### config.mk
export PLATFORM = sky130hd
export DESIGN_NAME = mem_port_arbiter
export DESIGN_NICKNAME = d
export VERILOG_FILES = /design/src/rtl/mem_port_arbiter.sv
export SDC_FILE = /design/constraint.sdc
export NUM_CORES = 1
export LEC_CHECK = 0
export ABC_CLOCK_PERIOD_IN_PS = 3900
export BUFFER_PORTS_ARGS = -buffer_cell sky130_fd_sc_hd__buf_4
export CAP_MARGIN = 20
export CELL_PAD_IN_SITES_DETAIL_PLACEMENT = 0
export CELL_PAD_IN_SITES_GLOBAL_PLACEMENT = 1
export CORE_AREA = 2 2 317 319
export DETAILED_ROUTE_END_ITERATION = 12
export DIE_AREA = 0 0 319 321
export PLACE_DENSITY = 0.55
export SYNTH_ARGS = -nofsm -noshare
export SYNTH_HDL_FRONTEND = slang
export SYNTH_SLANG_ARGS = --single-unit
### constraint.sdc
create_clock -name i_clk -period 3.9 [get_ports i_clk]
set_input_delay 0.78 -clock i_clk [delete_from_list [all_inputs] [get_ports i_clk]]
set_output_delay 0.78 -clock i_clk [all_outputs]
set_load 0.02 [all_outputs]
### src/rtl/mem_port_arbiter.sv
// Round-robin arbiter sharing one fixed-latency block memory port between two requesters.
// Sequences IDLE -> ACCESS (MEM_LAT cycles) -> DONE and returns read data to the winner.
module mem_port_arbiter #(
  parameter int unsigned ADDR_W  = 10,
  parameter int unsigned DATA_W  = 128,
  parameter int unsigned MEM_LAT = 4
) (
  input  logic              i_clk,
  input  logic              i_rst_n,
  input  logic              i_req0,
  input  logic              i_req1,
  input  logic              i_we0,
  input  logic              i_we1,
  input  logic [ADDR_W-1:0] i_addr0,
  input  logic [ADDR_W-1:0] i_addr1,
  input  logic [DATA_W-1:0] i_wdata0,
  input  logic [DATA_W-1:0] i_wdata1,
  output logic              o_ack0,
  output logic              o_ack1,
  output logic [DATA_W-1:0] o_rdata0,
  output logic [DATA_W-1:0] o_rdata1,
  output logic              o_mem_en,
  output logic              o_mem_we,
  output logic [ADDR_W-1:0] o_mem_addr,
  output logic [DATA_W-1:0] o_mem_wdata,
  input  logic [DATA_W-1:0] i_mem_rdata,
  output logic              o_busy
);

  localparam logic [1:0] StIdle   = 2'd0;
  localparam logic [1:0] StAccess = 2'd1;
  localparam logic [1:0] StDone   = 2'd2;

  localparam int unsigned   CntW    = (MEM_LAT > 1) ? $clog2(MEM_LAT) : 1;
  localparam logic [CntW-1:0] CntInit = CntW'(MEM_LAT - 1);
  localparam logic [CntW-1:0] CntOne  = CntW'(1);
  localparam logic [ADDR_W-1:0] BlkMask = ~ADDR_W'(15);

  logic [1:0]        r_state;
  logic              r_last;
  logic              r_win;
  logic [CntW-1:0]   r_cnt;
  logic              r_ack0;
  logic              r_ack1;
  logic [DATA_W-1:0] r_rdata0;
  logic [DATA_W-1:0] r_rdata1;
  logic              r_mem_en;
  logic              r_mem_we;
  logic [ADDR_W-1:0] r_mem_addr;
  logic [DATA_W-1:0] r_mem_wdata;
  logic              r_busy;

  logic              w_any_req;
  logic              w_win;
  logic              w_we;
  logic [ADDR_W-1:0] w_addr;
  logic [DATA_W-1:0] w_wdata;

  // On a tie the port that was not served last wins; a lone requester always wins.
  always_comb begin
    w_any_req = i_req0 | i_req1;
    w_win     = (i_req0 & i_req1) ? ~r_last : i_req1;
    w_we      = w_win ? i_we1 : i_we0;
    w_addr    = w_win ? i_addr1 : i_addr0;
    w_wdata   = w_win ? i_wdata1 : i_wdata0;
  end

  always_ff @(posedge i_clk) begin
    if (!i_rst_n) begin
      r_state     <= StIdle;
      r_last      <= 1'b1;
      r_win       <= 1'b0;
      r_cnt       <= '0;
      r_ack0      <= 1'b0;
      r_ack1      <= 1'b0;
      r_rdata0    <= '0;
      r_rdata1    <= '0;
      r_mem_en    <= 1'b0;
      r_mem_we    <= 1'b0;
      r_mem_addr  <= '0;
      r_mem_wdata <= '0;
      r_busy      <= 1'b0;
    end else begin
      r_ack0 <= 1'b0;
      r_ack1 <= 1'b0;
      case (r_state)
        StIdle: begin
          if (w_any_req) begin
            r_win       <= w_win;
            r_mem_we    <= w_we;
            r_mem_addr  <= w_addr & BlkMask;
            r_mem_wdata <= w_wdata;
            r_cnt       <= CntInit;
            r_mem_en    <= 1'b1;
            r_busy      <= 1'b1;
            r_state     <= StAccess;
          end
        end
        StAccess: begin
          if (r_cnt == '0) begin
            // mem_we still holds the latched direction during the final access cycle.
            if (!r_mem_we) begin
              if (r_win) r_rdata1 <= i_mem_rdata;
              else       r_rdata0 <= i_mem_rdata;
            end
            r_ack0   <= ~r_win;
            r_ack1   <= r_win;
            r_mem_en <= 1'b0;
            r_mem_we <= 1'b0;
            r_state  <= StDone;
          end else begin
            r_cnt <= r_cnt - CntOne;
          end
        end
        StDone: begin
          r_last  <= r_win;
          r_busy  <= 1'b0;
          r_state <= StIdle;
        end
        default: begin
          r_state <= StIdle;
        end
      endcase
    end
  end

  assign o_ack0      = r_ack0;
  assign o_ack1      = r_ack1;
  assign o_rdata0    = r_rdata0;
  assign o_rdata1    = r_rdata1;
  assign o_mem_en    = r_mem_en;
  assign o_mem_we    = r_mem_we;
  assign o_mem_addr  = r_mem_addr;
  assign o_mem_wdata = r_mem_wdata;
  assign o_busy      = r_busy;

endmodule

==> results.py, run 1 <==
metrics = {
    "status": {
        "outcome": "finished, final reports clean",
    },
    "routing": {
        "wirelength_mm": 71.8,
        "drtPass1Iterations": 4,
        "vias": 15293,
        "drc": 0,
        "wl_per_cell_um": 18.7,
        "drt_iter0_markers": 637,
        "route.met2.wl_mm": 35.2,
        "avgViaCountPerCell": 3.99,
        "dr.max_layer_used": "met5",
        "wl_met1_mm": 28.7,
        "ant_nets": 0,
        "routed-wl-met3_mm": 6.68,
    },
    "cts": {
        "clk_pin_slew_ns": 0.06,
        "cts_made_buffers": 51,
        "ctsLongestPathBuffers": 3,
        "postCtsSetupRepairBufs": 0,
        "htree_levels": 2,
        "cts-resized-gates": 0,
        "tritoncts": "built",
        "clock_sinks": 401,
        "root_buffer": "clkbuf_16",
        "worstSkewPairLatency_ns": 0.61,
        "cts_hold_buffers": 0,
    },
    "synthesis": {
        "yosysSeqAreaShare": 0.490,
        "synth_compound_area_frac": 0.138,
        "synthesis.instances": 1786,
        "ys_ff_latch": 401,
        "syn_area_per_cell_um2": 9.17,
        "synthFlopType": "dfxtp_1",
        "syn_area_um2": 16400,
        "synth-xor-area-share": 0,
        "synthAdderAreaFrac": 0.00153,
        "async_reset_ff_frac": 0,
        "synth_edf_count": 0,
        "synth-simple-area-share": 0.156,
        "synth_mux_area_frac": 0.157,
        "synth_top_family_by_area": "multiplexers",
        "synth_cell_types": 32,
        "yosysWarnings": 0,
    },
    "floorplanning": {
        "num_rows": 116,
        "die_area_um2": 102000,
        "start_util": 0.165,
        "num_io_pins": 809,
        "die_y_um": 321,
        "die_x_um": 319,
        "coreArea_um2": 99300,
    },
    "worst_setup_path": {
        "path_class": "register to register",
        "crit_slowest_cell": "and3_4",
        "worstPathRequired_ns": 4.42,
        "critPathArrivalTime_ns": 2.77,
        "cp-start-kind": "register",
        "path_cells": "nor3b_2 > and3_4 > buf_4 > mux2i_1",
        "startpoint": "r_state[0]$_SDFFE_PN0P_",
        "critical_path.max_fanout": 32,
        "critical_path.endpoint_type": "register",
        "critPathMaxStageDelay_ns": 0.70,
        "path_delay_family": "simple AND/OR/NAND/NOR gates",
        "rr_startpoint": "r_state[0]$_SDFFE_PN0P_",
        "path_buf_inv": 1,
    },
    "timing": {
        "fmax_mhz": 444,
        "skew_ns": 0.0164,
        "fin_tns_setup_ns": 0,
        "hold_viol": 0,
        "holdWs_ns": 0.446,
        "drv_slew": 0,
        "rsz0062_at_grt": "false",
        "fin_crit_sh": 0.578,
        "finalSetupViolCount": 0,
        "layout_min_cycle_time_ns": 2.25,
        "relSlewSlack": 0.365,
        "worst_pin_slew_ns": 0.953,
    },
    "cells_and_area": {
        "design_area_um2": 25200,
        "layout_common_cells": "buf_4 (807), nand2_1 (656), dfxtp_1 (401)",
        "final_util": 0.254,
        "final_layout_size_suffix_gt1_frac": 0.378,
        "area_delta_synth_final_pct": 53.8,
        "layout_commonest_cell": "buf_4",
        "n_fill_cell": 10915,
        "nNetsFinal": 2908,
    },
    "power_and_ir_drop": {
        "switching_share": 0.294,
        "p_sw_w": 0.00349,
        "power.leakage_nw": 11.4,
        "power.total_w": 0.0119,
        "clkPwrFrac": 0.410,
        "p_per_area_nw_per_um2": 471,
        "combPwrFrac": 0.205,
        "seq_power_share": 0.386,
        "vdd_drop_max_uv": 278,
        "p_int_w": 0.00837,
    },
    "placed_design": {
        "io_buffers": 796,
        "dpl_cell_area_um2": 23500,
        "dpl.hpwl_mm": 51.5,
        "gp_congestion": 0.739,
    },
    "grt": {
        "grt_pass1_wl_mm": 103,
        "first_global_vias": 15331,
        "overflow": 0,
        "antenna_found_initial": 5,
        "grtUsageTotal": 0.133,
        "grt_max_degree": 180,
    },
    "worst_hold_path": {
        "hold_path.class": "input pin to register",
        "holdCritStartpoint": "i_mem_rdata[11]",
    },
    "job": {
        "maxCapViolCount": 0,
    },
}
-- cell families (layout without fill, tap and decap cells) --
logic type	after synthesis	after routing
compound gates	282	282
buf+inv	172	915
flops	401	401
mux	257	257
other cells	1	5
fa+ha+maj	2	2
simple gates	671	671
-- sequential cells by signal (all words and copies together) (netlist names), 2 cells and up --
name and count:
o_mem_addr 6, o_mem_wdata 128, o_rdata0 128, o_rdata1 128
r_cnt 2, r_state 2
-- power groups by stage --
stage | clock (W) | sequential, W | combinational (W)
after global placement | 0 | 0.00466 | 0.00249
after detailed placement | 0 | 0.00466 | 0.00249
after CTS | 0.00508 | 0.00458 | 0.00249
final | 0.00486 | 0.00458 | 0.00243
after global routing | 0.00524 | 0.00461 | 0.00261
after floorplan | 0 | 0.00500 | 0.000953
-- stage by stage --
stage / cells / setup slack [ns]
after floorplan: 1789 / 2.00
after global placement: 3741 / 1.43
after detailed placement: 3741 / 1.43
after CTS: 3830 / 1.58
after global routing: 3830 / 1.47
final: 3831 / 1.65
-- synth_stat cells (2+ instances only) --
| cell type | count | share of area |
|---|---|---|
| a21boi_0 | 2 | 0.00092 |
| a21oi_1 | 139 | 0.042 |
| a221oi_1 | 2 | 0.0011 |
| a311oi_1 | 84 | 0.045 |
| a311oi_2 | 50 | 0.046 |
| and2_1 | 3 | 0.0011 |
| buf_2 | 46 | 0.014 |
| buf_4 | 8 | 0.0037 |
| buf_6 | 11 | 0.0076 |
| buf_8 | 10 | 0.0092 |
| clkbuf_1 | 91 | 0.021 |
| dfxtp_1 | 401 | 0.49 |
| ha_1 | 2 | 0.0015 |
| inv_1 | 5 | 0.0011 |
| mux2i_1 | 257 | 0.16 |
| nand2_1 | 656 | 0.15 |
| nand2b_1 | 2 | 0.00076 |
| nor2_1 | 2 | 0.00046 |
| o211ai_1 | 2 | 0.00092 |
-- layer usage --
metal	vias up	GRT usage
met4	4	0.0281
li1	7534	-
met1	7154	0.152
met3	62	0.0529
met5	-	0
met2	539	0.231
-- layout make-up --
cell class              instances  area (um^2)  area share
clock inverters                14          220     0.00874
flip-flops and latches        401         8030       0.319
repair buffers                821         6330       0.252
inverters                       5         23.8    0.000944
multi-input cells            1216         7470       0.297
diodes                          1         2.50   0.0000994
well taps                    1298         1620      0.0645
clock buffers                  75         1480      0.0586
-- worst reg2reg max path, delay by kind of cell (launching register included) --
kind	cells	cell delay, ns
buf+inv	1	0.43
simple gates	2	1.04
mux	1	0.21
flops	1	0.51
-- final timing paths --
path,to,cells after the start,slack [ns]
setup / recovery,o_rdata1[84]$_SDFFE_PN0P_,4,1.65
hold / removal,o_rdata0[11]$_SDFFE_PN0P_,3,0.45
setup reg to reg,o_rdata1[84]$_SDFFE_PN0P_,4,1.65
hold reg to reg,o_rdata1[19]$_SDFFE_PN0P_,2,0.45
Note: power is estimated with default switching activity, not from simulation.
==> inputs of run 2 (changes only) <==
Settings changed: ABC_CLOCK_PERIOD_IN_PS 3900 to 2200, CORE_AREA 2 2 317 319 to 2 2 312 314, DIE_AREA 0 0 319 321 to 0 0 314 316, PLACE_DENSITY 0.55 to 0.56.
Clock period 3.9 ns to 2.2 ns, I/O delays scaled along.
==> run 2 against run 1 <==
Against the previous run:
- critical path depth is 1 higher
- first-iteration DRC count is 14% higher
- setup slack worse by 1.3 ns
- sequential cell count stayed put
- cell count hardly changed
- clock power is 71% higher
- sequential power is 77% higher
- critical endpoint is now o_rdata0[126]$_SDFFE_PN0P_
- highest routed layer unchanged
==> results.py, run 2 (synthesized netlist as in run 1, its figures left out) <==
metrics = {
    "status": {
        "outcome": "finished, final reports clean",
    },
    "timing": {
        "final.setup.worst_slack_ns": 0.318,
        "worst_pin_slew_ns": 0.856,
        "fin_crit_sh": 0.855,
        "hold_viol": 0,
        "fmax_mhz": 531,
        "holdWs_ns": 0.101,
        "skew_ns": 0.0206,
        "relSlewSlack": 0.429,
        "rsz0062_at_grt": "false",
        "drv_slew": 0,
        "finalSetupViolCount": 0,
        "fin_tns_setup_ns": 0,
        "layout_min_cycle_time_ns": 1.88,
    },
    "worst_setup_path": {
        "critPathArrivalTime_ns": 2.36,
        "cp-start-kind": "register",
        "worstPathRequired_ns": 2.68,
        "critical_path.max_fanout": 21,
        "critical_path.endpoint_type": "register",
        "path_class": "register to register",
    },
    "cells_and_area": {
        "layout_common_cells": "buf_4 (819), nand2_1 (656), dfxtp_1 (401)",
        "final_layout_size_suffix_gt1_frac": 0.385,
        "area_delta_synth_final_pct": 55.7,
        "nNetsFinal": 2933,
        "layout_commonest_cell": "buf_4",
        "antenna_cells": 0,
    },
    "cts": {
        "clock_sinks": 401,
        "worstSkewPairLatency_ns": 0.62,
        "cts_made_buffers": 49,
        "postCtsSetupRepairBufs": 0,
        "clk_pin_slew_ns": 0.06,
        "root_buffer": "clkbuf_16",
        "htree_levels": 2,
        "cts_hold_buffers": 0,
        "ctsLongestPathBuffers": 3,
        "cts-resized-gates": 0,
        "tritoncts": "built",
    },
    "power_and_ir_drop": {
        "p_per_area_nw_per_um2": 818,
        "vdd_drop_max_uv": 506,
        "power.leakage_nw": 11.5,
    },
    "grt": {
        "grtUsageTotal": 0.134,
        "antenna_found_initial": 5,
        "first_global_vias": 15383,
        "overflow": 0,
        "grt_use_met2": 0.233,
        "busiest_layer": "met2",
        "grt_max_degree": 140,
        "grtUsageMet3": 0.0533,
        "grt_pass1_wl_mm": 102,
        "grtUsageMet1": 0.152,
    },
    "floorplanning": {
        "coreArea_um2": 96000,
        "die_x_um": 314,
        "start_util": 0.171,
        "die_y_um": 316,
        "die_area_um2": 99200,
        "num_io_pins": 809,
        "num_rows": 114,
    },
    "routing": {
        "wirelength_mm": 70.3,
        "drt_iter0_markers": 725,
        "drtPass1Iterations": 4,
        "ant_nets": 0,
        "vias": 15482,
        "avgViaCountPerCell": 4.04,
        "drc": 0,
        "wl_per_cell_um": 18.3,
    },
    "worst_hold_path": {
        "hold_path.class": "input pin to register",
    },
    "placed_design": {
        "io_buffers": 796,
        "gp_congestion": 0.757,
        "dpl.hpwl_mm": 51.5,
        "dpl_worst_slack_ns": 0.268,
    },
    "job": {
        "maxCapViolCount": 0,
    },
}
run 2: cell count changes in the layout (fill, tap and decap cells not counted), moves of 2 or more:
cell	change
bufinv_16	-2
clkinv_2	+4
buf_12	+15
clkbuf_1	-4
buf_4	+12
run 2: worst paths after layout:
kind | start | end | slack, ns | depth (start not counted)
max | r_state[1]$_SDFFE_PN0P_ | o_rdata0[126]$_SDFFE_PN0P_ | 0.32 | 5
max reg2reg | r_state[1]$_SDFFE_PN0P_ | o_rdata0[126]$_SDFFE_PN0P_ | 0.32 | 5
min | i_mem_rdata[97] | o_rdata0[97]$_SDFFE_PN0P_ | 0.10 | 3
min reg2reg | o_rdata1[123]$_SDFFE_PN0P_ | o_rdata1[123]$_SDFFE_PN0P_ | 0.46 | 2
run 2: critical path, stage by stage, from the launching register on:
cell and delay, ns:
dfxtp_1 0.41, nor3b_2 0.31, nand3_4 0.35, buf_12 0.32, buf_12 0.18, mux2i_1 0.11
run 2: area by class of cell:
cell class / count / area, um^2
clock buffers: 71 / 1450
clock inverters: 17 / 195
fillers: 10483 / 70500
inverters: 5 / 23.8
multi-input cells: 1216 / 7470
flip-flops and latches: 401 / 8030
well taps: 1276 / 1600
repair buffers: 848 / 6720
run 2: metrics by stage:
step | total power [W] | util | area (um^2) | cells
finish | 0.0209 | 0.266 | 25500 | 3834
global route | 0.0219 | 0.266 | 25500 | 3834
CTS | 0.0213 | 0.266 | 25500 | 3834
detailed placement | 0.0128 | 0.248 | 23800 | 3746
global placement | 0.0128 | 0.248 | 23800 | 3746
floorplan | 0.0106 | - | 16400 | 1789
run 2: power breakdown:
group / internal [W] / switching (W) / total (W)
clock network: 0.00493 / 0.00340 / 0.00833
logic: 0.00192 / 0.00249 / 0.00441
registers: 0.00781 / 0.000316 / 0.00812
total: 0.0147 / 0.00620 / 0.0209
run 2: layer usage:
metal,wire [um],part of all wire,up-vias
met4,1520,0.022,8
met2,34700,0.49,571
met5,44,0.00063,-
li1,-,-,7572
met1,27500,0.39,7244
met3,6600,0.094,87
==> inputs of run 3 (changes only) <==
Settings changed: PLACE_DENSITY 0.56 to unset, PLACE_DENSITY_LB_ADDON set to 0.1.
==> run 3 against run 2 <==
Against the previous run:
- worst hold slack got worse by 0.0096 ns
- count of clock-buffer cells in the layout increased by 20
- setup slack got worse by 0.016 ns
- combinational power about the same
- global-route usage increased by 1.1 points
- utilization increased by 0.23 points
- first-iteration DRC count decreased by 22%
- sequential power about the same
- clock skew increased by 0.00068 ns
- maximum frequency decreased by 0.83%
- power increased by 2.2%
- critical endpoint is now o_rdata1[102]$_SDFFE_PN0P_
- largest power group unchanged
==> results.py, run 3 (synthesized netlist as in run 1, its figures left out) <==
metrics = {
    "routing": {
        "vias": 15779,
        "wirelength_mm": 75.9,
        "drt_iter0_markers": 568,
        "wl_per_cell_um": 19.7,
        "avgViaCountPerCell": 4.09,
        "drtPass1Iterations": 4,
        "drc": 0,
        "ant_nets": 0,
    },
    "floorplanning": {
        "coreArea_um2": 96000,
        "die_x_um": 314,
        "num_rows": 114,
        "start_util": 0.171,
        "die_y_um": 316,
        "num_io_pins": 809,
        "die_area_um2": 99200,
    },
    "cells_and_area": {
        "layout_commonest_cell": "buf_4",
        "area_delta_synth_final_pct": 57.0,
        "nNetsFinal": 2941,
        "design_area_um2": 25700,
        "fin_cells": 3858,
        "final_layout_size_suffix_gt1_frac": 0.385,
        "final_util": 0.268,
        "layout_common_cells": "buf_4 (818), nand2_1 (656), dfxtp_1 (401)",
    },
    "cts": {
        "cts_made_buffers": 54,
        "clk_pin_slew_ns": 0.06,
        "cts_hold_buffers": 0,
        "root_buffer": "clkbuf_16",
        "worstSkewPairLatency_ns": 0.63,
        "postCtsSetupRepairBufs": 0,
        "cts-resized-gates": 0,
        "tritoncts": "built",
        "ctsLongestPathBuffers": 3,
        "clock_sinks": 401,
        "htree_levels": 2,
    },
    "timing": {
        "fmax_mhz": 527,
        "layout_min_cycle_time_ns": 1.90,
        "worst_pin_slew_ns": 0.561,
        "finalSetupViolCount": 0,
        "hold_viol": 0,
        "drv_slew": 0,
        "relSlewSlack": 0.626,
        "fin_crit_sh": 0.862,
        "fin_tns_setup_ns": 0,
        "skew_ns": 0.0213,
        "rsz0062_at_grt": "false",
    },
    "placed_design": {
        "dpl_cell_area_um2": 23900,
        "dp_cells": 3749,
        "io_buffers": 796,
        "dpl.hpwl_mm": 56.4,
        "gp_congestion": 0.784,
    },
    "grt": {
        "grt_max_degree": 82,
        "antenna_found_initial": 12,
        "grt_pass1_wl_mm": 108,
        "grtUsageTotal": 0.145,
        "overflow": 0,
        "first_global_vias": 16165,
    },
    "worst_setup_path": {
        "path_cells": "nor3b_2 > and3_4 > buf_4 > mux2i_1",
        "r2r_cells": 4,
        "critical_path.endpoint_type": "register",
        "regToRegSetupSlack_ns": 0.30,
        "critPathMaxStageDelay_ns": 0.56,
        "critPathArrivalTime_ns": 2.43,
        "worstPathRequired_ns": 2.74,
        "cp-start-kind": "register",
        "path_buf_inv": 1,
        "path_class": "register to register",
        "crit_slowest_cell": "and3_4",
        "worst-path-stages": 4,
        "path_delay_family": "simple AND/OR/NAND/NOR gates",
        "critical_path.max_fanout": 18,
    },
    "worst_hold_path": {
        "worst_hold_path.num_cells": 3,
        "hold_path.class": "input pin to register",
    },
    "power_and_ir_drop": {
        "vdd_drop_max_uv": 547,
        "power.leakage_nw": 11.6,
        "power.total_w": 0.0213,
        "p_per_area_nw_per_um2": 829,
    },
    "job": {
        "maxCapViolCount": 0,
    },
    "status": {
        "outcome": "finished, final reports clean",
    },
}
-- run 3: changes by cell type in the layout (fill, tap and decap cells not counted), sizes merged --
cell and delta:
clkinv -5, clkbuf +20, buf +3, inv -1, bufinv -2, diode +9
-- run 3: metrics by stage --
| stage | hold WS, ns | setup slack (ns) |
|---|---|---|
| 2_1_floorplan | 0.444 | 0.640 |
| 3_3_place_gp | 0.445 | 0.275 |
| 3_5_place_dp | 0.450 | 0.244 |
| 4_1_cts | 0.0200 | 0.235 |
| 5_1_grt | 0.0424 | 0.184 |
| 6_report | 0.0910 | 0.303 |
-- run 3: power by group --
group	total (W)	internal (W)	switching [W]	leakage, nW
Clock	0.00878	0.00525	0.00353	0.860
Combinational	0.00442	0.00193	0.00249	7.50
Sequential	0.00811	0.00781	0.000304	3.27
Total	0.0213	0.0150	0.00632	11.6
-- run 3: layer usage --
layer / share of wire / track usage
met5: 0.00050 / 0
met4: 0.029 / 0.0481
met3: 0.11 / 0.0687
met2: 0.49 / 0.249
met1: 0.38 / 0.157
-- run 3: worst reg2reg max path, delay by kind of cell, from the launching register on --
family	cells	cell delay, ns
buffers and inverters	1	0.33
DFF	1	0.40
muxes	1	0.22
and+or+nand+nor	2	0.87
-- run 3: final cells by class --
| cell class | instances | area [um^2] |
|---|---|---|
| fillers | 10461 | 70300 |
| flip-flops and latches | 401 | 8030 |
| multi-input cells | 1216 | 7470 |
| repair buffers | 851 | 6800 |
| clock buffers | 91 | 1670 |
| well taps | 1276 | 1600 |
| clock inverters | 9 | 97.6 |
| inverters | 5 | 23.8 |
| diodes | 9 | 22.5 |
-- run 3: worst paths after layout --
kind | start | endpoint
max | r_state[0]$_SDFFE_PN0P_ | o_rdata1[102]$_SDFFE_PN0P_
min | i_mem_rdata[70] | o_rdata0[70]$_SDFFE_PN0P_
max reg2reg | r_state[0]$_SDFFE_PN0P_ | o_rdata1[102]$_SDFFE_PN0P_
min reg2reg | o_rdata1[39]$_SDFFE_PN0P_ | o_rdata1[39]$_SDFFE_PN0P_
